$ cat src/rtl/spi_master_ctrl.sv
// SPI mode-0 master: MSB-first 8-bit frames from a valid/ready host port,
// with internally divided sclk and cs held low across back-to-back bytes.
module spi_master_ctrl #(
    parameter int unsigned DIV = 4
) (
    input  logic       i_clk,
    input  logic       i_rst_n,
    input  logic [7:0] i_tx_data,
    input  logic       i_tx_valid,
    output logic       o_tx_ready,
    output logic [7:0] o_rx_data,
    output logic       o_rx_valid,
    output logic       o_busy,
    output logic       o_cs,
    output logic       o_sclk,
    output logic       o_mosi,
    input  logic       i_miso
);

    typedef enum logic [2:0] {
        S_IDLE,
        S_SETUP,
        S_XFER,
        S_HOLD,
        S_GAP
    } state_t;

    localparam logic [7:0] CNT_LAST = 8'(DIV - 1);

    state_t     r_state;
    state_t     w_state_next;
    logic [7:0] r_cnt;
    logic [7:0] w_cnt_next;
    logic [3:0] r_bitcnt;
    logic [3:0] w_bitcnt_next;
    logic [6:0] r_tx_shift;
    logic [6:0] w_tx_shift_next;
    logic [7:0] r_rx_shift;
    logic [7:0] w_rx_shift_next;
    logic [7:0] r_rx_data;
    logic [7:0] w_rx_data_next;
    logic       r_rx_valid;
    logic       w_rx_valid_next;
    logic       r_cs;
    logic       w_cs_next;
    logic       r_sclk;
    logic       w_sclk_next;
    logic       r_mosi;
    logic       w_mosi_next;

    logic       w_tx_ready;
    logic       w_accept;
    logic       w_cnt_last;

    assign w_tx_ready = (r_state == S_IDLE) || (r_state == S_HOLD);
    assign w_accept   = i_tx_valid && w_tx_ready;
    assign w_cnt_last = (r_cnt == CNT_LAST);

    always_comb begin
        w_state_next    = r_state;
        w_cnt_next      = r_cnt;
        w_bitcnt_next   = r_bitcnt;
        w_tx_shift_next = r_tx_shift;
        w_rx_shift_next = r_rx_shift;
        w_rx_data_next  = r_rx_data;
        w_rx_valid_next = 1'b0;
        w_cs_next       = r_cs;
        w_sclk_next     = r_sclk;
        w_mosi_next     = r_mosi;

        case (r_state)
            S_IDLE: begin
                w_cs_next   = 1'b1;
                w_sclk_next = 1'b0;
                if (w_accept) begin
                    w_tx_shift_next = i_tx_data[6:0];
                    w_mosi_next     = i_tx_data[7];
                    w_cs_next       = 1'b0;
                    w_cnt_next      = 8'd0;
                    w_bitcnt_next   = 4'd0;
                    w_state_next    = S_SETUP;
                end
            end

            S_SETUP: begin
                if (w_cnt_last) begin
                    w_cnt_next   = 8'd0;
                    w_state_next = S_XFER;
                end else begin
                    w_cnt_next = r_cnt + 8'd1;
                end
            end

            S_XFER: begin
                if (w_cnt_last) begin
                    w_cnt_next  = 8'd0;
                    w_sclk_next = ~r_sclk;
                    if (!r_sclk) begin
                        // Rising edge: slave data is stable, sample it.
                        w_rx_shift_next = {r_rx_shift[6:0], i_miso};
                    end else begin
                        w_bitcnt_next = r_bitcnt + 4'd1;
                        if (r_bitcnt == 4'd7) begin
                            // Last falling edge: mosi is left at bit 0.
                            w_rx_data_next  = r_rx_shift;
                            w_rx_valid_next = 1'b1;
                            w_state_next    = S_HOLD;
                        end else begin
                            w_mosi_next     = r_tx_shift[6];
                            w_tx_shift_next = {r_tx_shift[5:0], 1'b0};
                        end
                    end
                end else begin
                    w_cnt_next = r_cnt + 8'd1;
                end
            end

            S_HOLD: begin
                w_sclk_next = 1'b0;
                if (w_accept) begin
                    // Burst continuation: skip SETUP, cs never rises.
                    w_tx_shift_next = i_tx_data[6:0];
                    w_mosi_next     = i_tx_data[7];
                    w_bitcnt_next   = 4'd0;
                    w_cnt_next      = 8'd0;
                    w_state_next    = S_XFER;
                end else if (w_cnt_last) begin
                    w_cs_next    = 1'b1;
                    w_cnt_next   = 8'd0;
                    w_state_next = S_GAP;
                end else begin
                    w_cnt_next = r_cnt + 8'd1;
                end
            end

            S_GAP: begin
                if (w_cnt_last) begin
                    w_cnt_next   = 8'd0;
                    w_state_next = S_IDLE;
                end else begin
                    w_cnt_next = r_cnt + 8'd1;
                end
            end

            default: begin
                w_state_next = S_IDLE;
                w_cs_next    = 1'b1;
                w_sclk_next  = 1'b0;
            end
        endcase
    end

    always_ff @(posedge i_clk or negedge i_rst_n) begin
        if (!i_rst_n) begin
            r_state <= S_IDLE;
        end else begin
            r_state <= w_state_next;
        end
    end

    always_ff @(posedge i_clk or negedge i_rst_n) begin
        if (!i_rst_n) begin
            r_cnt      <= 8'd0;
            r_bitcnt   <= 4'd0;
            r_tx_shift <= 7'd0;
            r_rx_shift <= 8'd0;
            r_rx_data  <= 8'd0;
            r_rx_valid <= 1'b0;
            r_cs       <= 1'b1;
            r_sclk     <= 1'b0;
            r_mosi     <= 1'b0;
        end else begin
            r_cnt      <= w_cnt_next;
            r_bitcnt   <= w_bitcnt_next;
            r_tx_shift <= w_tx_shift_next;
            r_rx_shift <= w_rx_shift_next;
            r_rx_data  <= w_rx_data_next;
            r_rx_valid <= w_rx_valid_next;
            r_cs       <= w_cs_next;
            r_sclk     <= w_sclk_next;
            r_mosi     <= w_mosi_next;
        end
    end

    assign o_tx_ready = w_tx_ready;
    assign o_busy     = (r_state != S_IDLE);
    assign o_rx_data  = r_rx_data;
    assign o_rx_valid = r_rx_valid;
    assign o_cs       = r_cs;
    assign o_sclk     = r_sclk;
    assign o_mosi     = r_mosi;

endmodule

$ cat config.mk
export PLATFORM = sky130hd
export DESIGN_NAME = spi_master_ctrl
export DESIGN_NICKNAME = d
export VERILOG_FILES = /design/src/rtl/spi_master_ctrl.sv
export SDC_FILE = /design/constraint.sdc
export NUM_CORES = 1
export LEC_CHECK = 0
export BUFFER_PORTS_ARGS = -buffer_cell sky130_fd_sc_hd__buf_2
export CORE_MARGIN = 2
export CORE_UTILIZATION = 50
export CTS_BUF_LIST = sky130_fd_sc_hd__clkbuf_4 sky130_fd_sc_hd__clkbuf_8
export DETAILED_ROUTE_END_ITERATION = 10
export GPL_TIMING_DRIVEN = 0
export PLACE_DENSITY_LB_ADDON = 0.1
export SLEW_MARGIN = 20
export SYNTH_ARGS = -nofsm -noshare
export SYNTH_HDL_FRONTEND = slang
export SYNTH_SLANG_ARGS = --single-unit
$ cat constraint.sdc
create_clock -name i_clk -period 2.67 [get_ports i_clk]
set_clock_uncertainty 0.15 [all_clocks]
set_input_delay 0.4005 -clock i_clk [delete_from_list [all_inputs] [get_ports i_clk]]
set_output_delay 0.4005 -clock i_clk [all_outputs]
set_load 0.01 [all_outputs]
==> flow_results.xml <==
<?xml version="1.0" encoding="UTF-8"?>
<metrics>
  <group name="floorplanning">
    <metric name="core_region_area" unit="um^2">4000</metric>
    <metric name="rows" unit="">23</metric>
    <metric name="effective_utilization_at_floorplan" unit="%">52.1</metric>
    <metric name="dieArea" unit="um^2">4700</metric>
    <metric name="chipHeight" unit="um">68.6</metric>
    <metric name="top_level_ports" unit="">26</metric>
    <metric name="floorplan.die.width" unit="um">68.6</metric>
  </group>
  <group name="place">
    <metric name="place.port_buffers" unit="">25</metric>
    <metric name="post-dp-hpwl" unit="um">2770</metric>
    <metric name="gp_congestion" unit="">0.821</metric>
    <metric name="numPlacedInstances" unit="">253</metric>
    <metric name="placedInstanceArea" unit="um^2">2270</metric>
    <metric name="place_worst_setup_slack" unit="ns">0.297</metric>
  </group>
  <group name="route">
    <metric name="ant_nets" unit="">0</metric>
    <metric name="drt_wl_total" unit="um">3990</metric>
    <metric name="drt_pre_antenna_iters" unit="">4</metric>
    <metric name="drt-initial-drc-count" unit="">66</metric>
    <metric name="post-route-drc-count" unit="">0</metric>
    <metric name="vias_per_cell" unit="">5.72</metric>
    <metric name="avgRoutedWirePerCell" unit="um">15.3</metric>
    <metric name="routed-via-count" unit="">1493</metric>
  </group>
  <group name="critical_path">
    <metric name="startpoint" unit="">r_cnt[0]</metric>
    <metric name="rrSetupSlack" unit="ns">0.26</metric>
    <metric name="timing.critical_path.from_type" unit="">flip-flop</metric>
    <metric name="cp-endpoint" unit="">o_rx_data[3]</metric>
    <metric name="cell_chain_of_the_critical_path" unit="">ha_1 &gt; nor4b_4 &gt; nand3_1 &gt; clkbuf_1 &gt; nor2_4 &gt; mux2_2</metric>
    <metric name="critical_path.reg2reg.endpoint" unit="">o_rx_data[3]</metric>
    <metric name="critical-path-max-stage-delay" unit="ns">0.42</metric>
    <metric name="critPathKind" unit="">flip-flop to flip-flop</metric>
    <metric name="r2r_start" unit="">r_cnt[0]</metric>
    <metric name="critical_path_arrival" unit="ns">2.45</metric>
    <metric name="cp.required" unit="ns">2.71</metric>
    <metric name="crit_path_top_delay_cell" unit="">dfrtp_1</metric>
    <metric name="worst-r2r-cell-count" unit="">6</metric>
    <metric name="critPathMaxFanout" unit="">10</metric>
    <metric name="critPathCaptureType" unit="">flip-flop</metric>
  </group>
  <group name="power">
    <metric name="power_density" unit="nW/um^2">865</metric>
    <metric name="power.leakage" unit="nW">1.11</metric>
    <metric name="ir_drop" unit="V">0.000389</metric>
    <metric name="power.switching_fraction" unit="%">35.3</metric>
    <metric name="net-switching-power" unit="mW">0.723</metric>
    <metric name="flop_pwr_share" unit="%">43.0</metric>
    <metric name="power.internal" unit="mW">1.32</metric>
    <metric name="pwr-share-clk" unit="%">20.5</metric>
    <metric name="part_of_the_power_in_combinational_logic" unit="%">36.6</metric>
  </group>
  <group name="timing">
    <metric name="crit_share_post_route" unit="%">90.2</metric>
    <metric name="layout_setup_ws" unit="ns">0.263</metric>
    <metric name="setup_viol" unit="">0</metric>
    <metric name="final_max_slew_viol_count" unit="">0</metric>
    <metric name="fmax" unit="GHz">0.415</metric>
    <metric name="fin_tns_setup" unit="ns">0</metric>
    <metric name="rsz_0062_raised_after_global_routing" unit="">no</metric>
    <metric name="timing_hold_violations_final" unit="">0</metric>
    <metric name="worst_case_headroom_to_the_max_slew_limit" unit="%">38.2</metric>
    <metric name="tightest_slew" unit="ns">0.927</metric>
    <metric name="min_period" unit="ns">2.41</metric>
  </group>
  <group name="logic_synthesis">
    <metric name="post_synth_main_area_contributors" unit="">dfrtp_1 49%, mux2_2 12%, mux2_4 5.8%</metric>
    <metric name="synth_async_sr_flop_share" unit="%">100</metric>
    <metric name="ys_types" unit="">47</metric>
    <metric name="synth_edf_count" unit="">0</metric>
    <metric name="ys_warn_count" unit="">0</metric>
    <metric name="dominantRegCellSynth" unit="">dfrtp_1</metric>
    <metric name="syn_area_per_cell" unit="um^2">11.7</metric>
    <metric name="ys_seq_area_share" unit="%">50.4</metric>
    <metric name="synthDominantCellAreaShare" unit="%">49.2</metric>
    <metric name="syn-cell-area" unit="um^2">2090</metric>
    <metric name="postSynthNetCount" unit="">192</metric>
    <metric name="synthCells" unit="">178</metric>
    <metric name="library_cell_with_the_largest_summed_area_after_synthesis" unit="">dfrtp_1</metric>
    <metric name="postSynthRegisterBits" unit="">42</metric>
  </group>
  <group name="global_routing">
    <metric name="first_global_vias" unit="">1394</metric>
    <metric name="grt_max_degree" unit="">43</metric>
    <metric name="grt_antenna_before_repair" unit="">0</metric>
    <metric name="global_route_wire_length_before_repair" unit="um">6370</metric>
    <metric name="gr-usage-all-layers" unit="%">18.3</metric>
    <metric name="grt_remaining_overflow" unit="">0</metric>
  </group>
  <group name="clock_network">
    <metric name="cts.clk_slew.worst_paths" unit="ns">0.08</metric>
    <metric name="ctsRootBufferMaster" unit="">clkbuf_8</metric>
    <metric name="tritoncts" unit="">built</metric>
    <metric name="clock_insertion_delay_worst_skew" unit="ns">0.30</metric>
    <metric name="cts_buffer_depth" unit="">2</metric>
    <metric name="cts_hold_bufs" unit="">0</metric>
    <metric name="htree_num_levels" unit="">2</metric>
    <metric name="cts_setup_buffers" unit="">0</metric>
    <metric name="tritoncts.num_buffers" unit="">5</metric>
    <metric name="clkSinkCount" unit="">42</metric>
    <metric name="number_of_resized_instances_in_the_post_cts_repair_step" unit="">0</metric>
  </group>
  <group name="cells_and_area">
    <metric name="flow.area_growth_from_synthesis" unit="%">13.4</metric>
    <metric name="mostFrequentLayoutCell" unit="">dfrtp_1</metric>
    <metric name="layout.nets" unit="">224</metric>
    <metric name="drive_above_1_share" unit="%">33.6</metric>
    <metric name="fin_util" unit="%">59.1</metric>
    <metric name="layout_common_cells" unit="">41 x dfrtp_1, 26 x buf_2, 22 x mux2_2, 15 x nand3_1, 12 x nand2_1</metric>
    <metric name="final_cell_area" unit="um^2">2370</metric>
    <metric name="antenna_cells_inserted" unit="">0</metric>
    <metric name="post_layout_nonfiller_instances" unit="">261</metric>
  </group>
  <group name="status">
    <metric name="outcome" unit="">completed</metric>
  </group>
  <group name="hold_path">
    <metric name="worst_hold_path_type" unit="">input port to async pin</metric>
  </group>
  <group name="flow_run">
    <metric name="timing.max_cap.violations" unit="">0</metric>
  </group>
</metrics>
[state kept, by name, summed over array words and instances, names as in the netlist]
| register | count |
|---|---|
| o_rx_data | 8 |
| o_sclk | 1 |
| r_rx_shift | 8 |
| r_state | 3 |
| o_mosi | 1 |
| r_cnt | 8 |
| r_tx_shift | 7 |
| o_rx_valid | 1 |
| r_bitcnt | 4 |
| o_cs | 1 |
[power groups by stage]
stage / registers, mW / logic (mW) / clock network (mW)
after floorplan: 0.869 / 0.572 / 0
after global placement: 0.879 / 0.722 / 0
after detailed placement: 0.890 / 0.748 / 0
after CTS: 0.878 / 0.754 / 0.435
after global routing: 0.897 / 0.830 / 0.460
final: 0.879 / 0.748 / 0.419
[cell usage after synthesis (2+ instances only)]
cell / instances
a21o_1: 2
a21oi_1: 4
a31oi_1: 3
and3_1: 2
clkbuf_1: 6
dfrtp_1: 41
ha_1: 2
inv_1: 7
mux2_2: 22
mux2_4: 8
mux2i_1: 2
nand2_1: 12
nand2b_1: 2
nand3_1: 15
nor2_1: 3
o211ai_1: 2
o21ai_0: 11
o31ai_1: 2
or4_1: 2
xor2_1: 3
[worst max-delay path: cells and delay by family, from the launching register on]
kind	cells	cell delay, ns
buf+inv	1	0.26
fa+ha+maj	1	0.29
simple gates	3	0.80
flops	1	0.42
mux	1	0.38
[worst min-delay path by stage]
stage	start	endpoint	slack, ns
global placement	o_rx_data[5]	o_rx_data[5]	0.33
global route	i_rst_n	r_cnt[0]	0.14
CTS	i_rst_n	r_cnt[0]	0.11
floorplan	i_rst_n	o_mosi	-0.05
finish	i_rst_n	r_cnt[0]	0.08
detailed placement	o_rx_data[3]	o_rx_data[3]	0.34
[through the flow]
stage | hold WS, ns | power, mW
2_1_floorplan | -0.0451 | 1.44
3_3_place_gp | 0.334 | 1.60
3_5_place_dp | 0.340 | 1.64
4_1_cts | 0.112 | 2.07
5_1_grt | 0.145 | 2.19
6_report | 0.0819 | 2.05
[metal layers]
metal / vias to the layer above / global-route usage, % / part of all wire, %
met4: 0 / 8.50 / 1.7
met1: 739 / 23.7 / 46
li1: 711 / - / -
met3: 8 / 4.22 / 3.5
met2: 35 / 29.0 / 49
met5: - / 0 / 0
[kinds of logic (layout without fill, tap and decap cells)]
group,count (synthesis),after routing,share of synthesized area (%)
simple gates,48,48,13.4
compound gates,35,35,11.6
fa+ha+maj,2,2,1.20
xor+xnor,4,4,1.68
mux,32,32,18.6
buf+inv,15,48,3.12
flops,42,42,50.4
[final cells by class]
| class | count | area [um^2] |
|---|---|---|
| Fill cell | 350 | 1630 |
| Sequential cell | 42 | 1050 |
| Multi-Input combinational cell | 121 | 968 |
| Timing Repair Buffer | 25 | 125 |
| Clock buffer | 5 | 68.8 |
| Tap cell | 50 | 62.6 |
| Buffer | 8 | 38.8 |
| Inverter | 7 | 26.3 |
| Clock inverter | 3 | 23.8 |
Power figures use the tool's default switching activity.
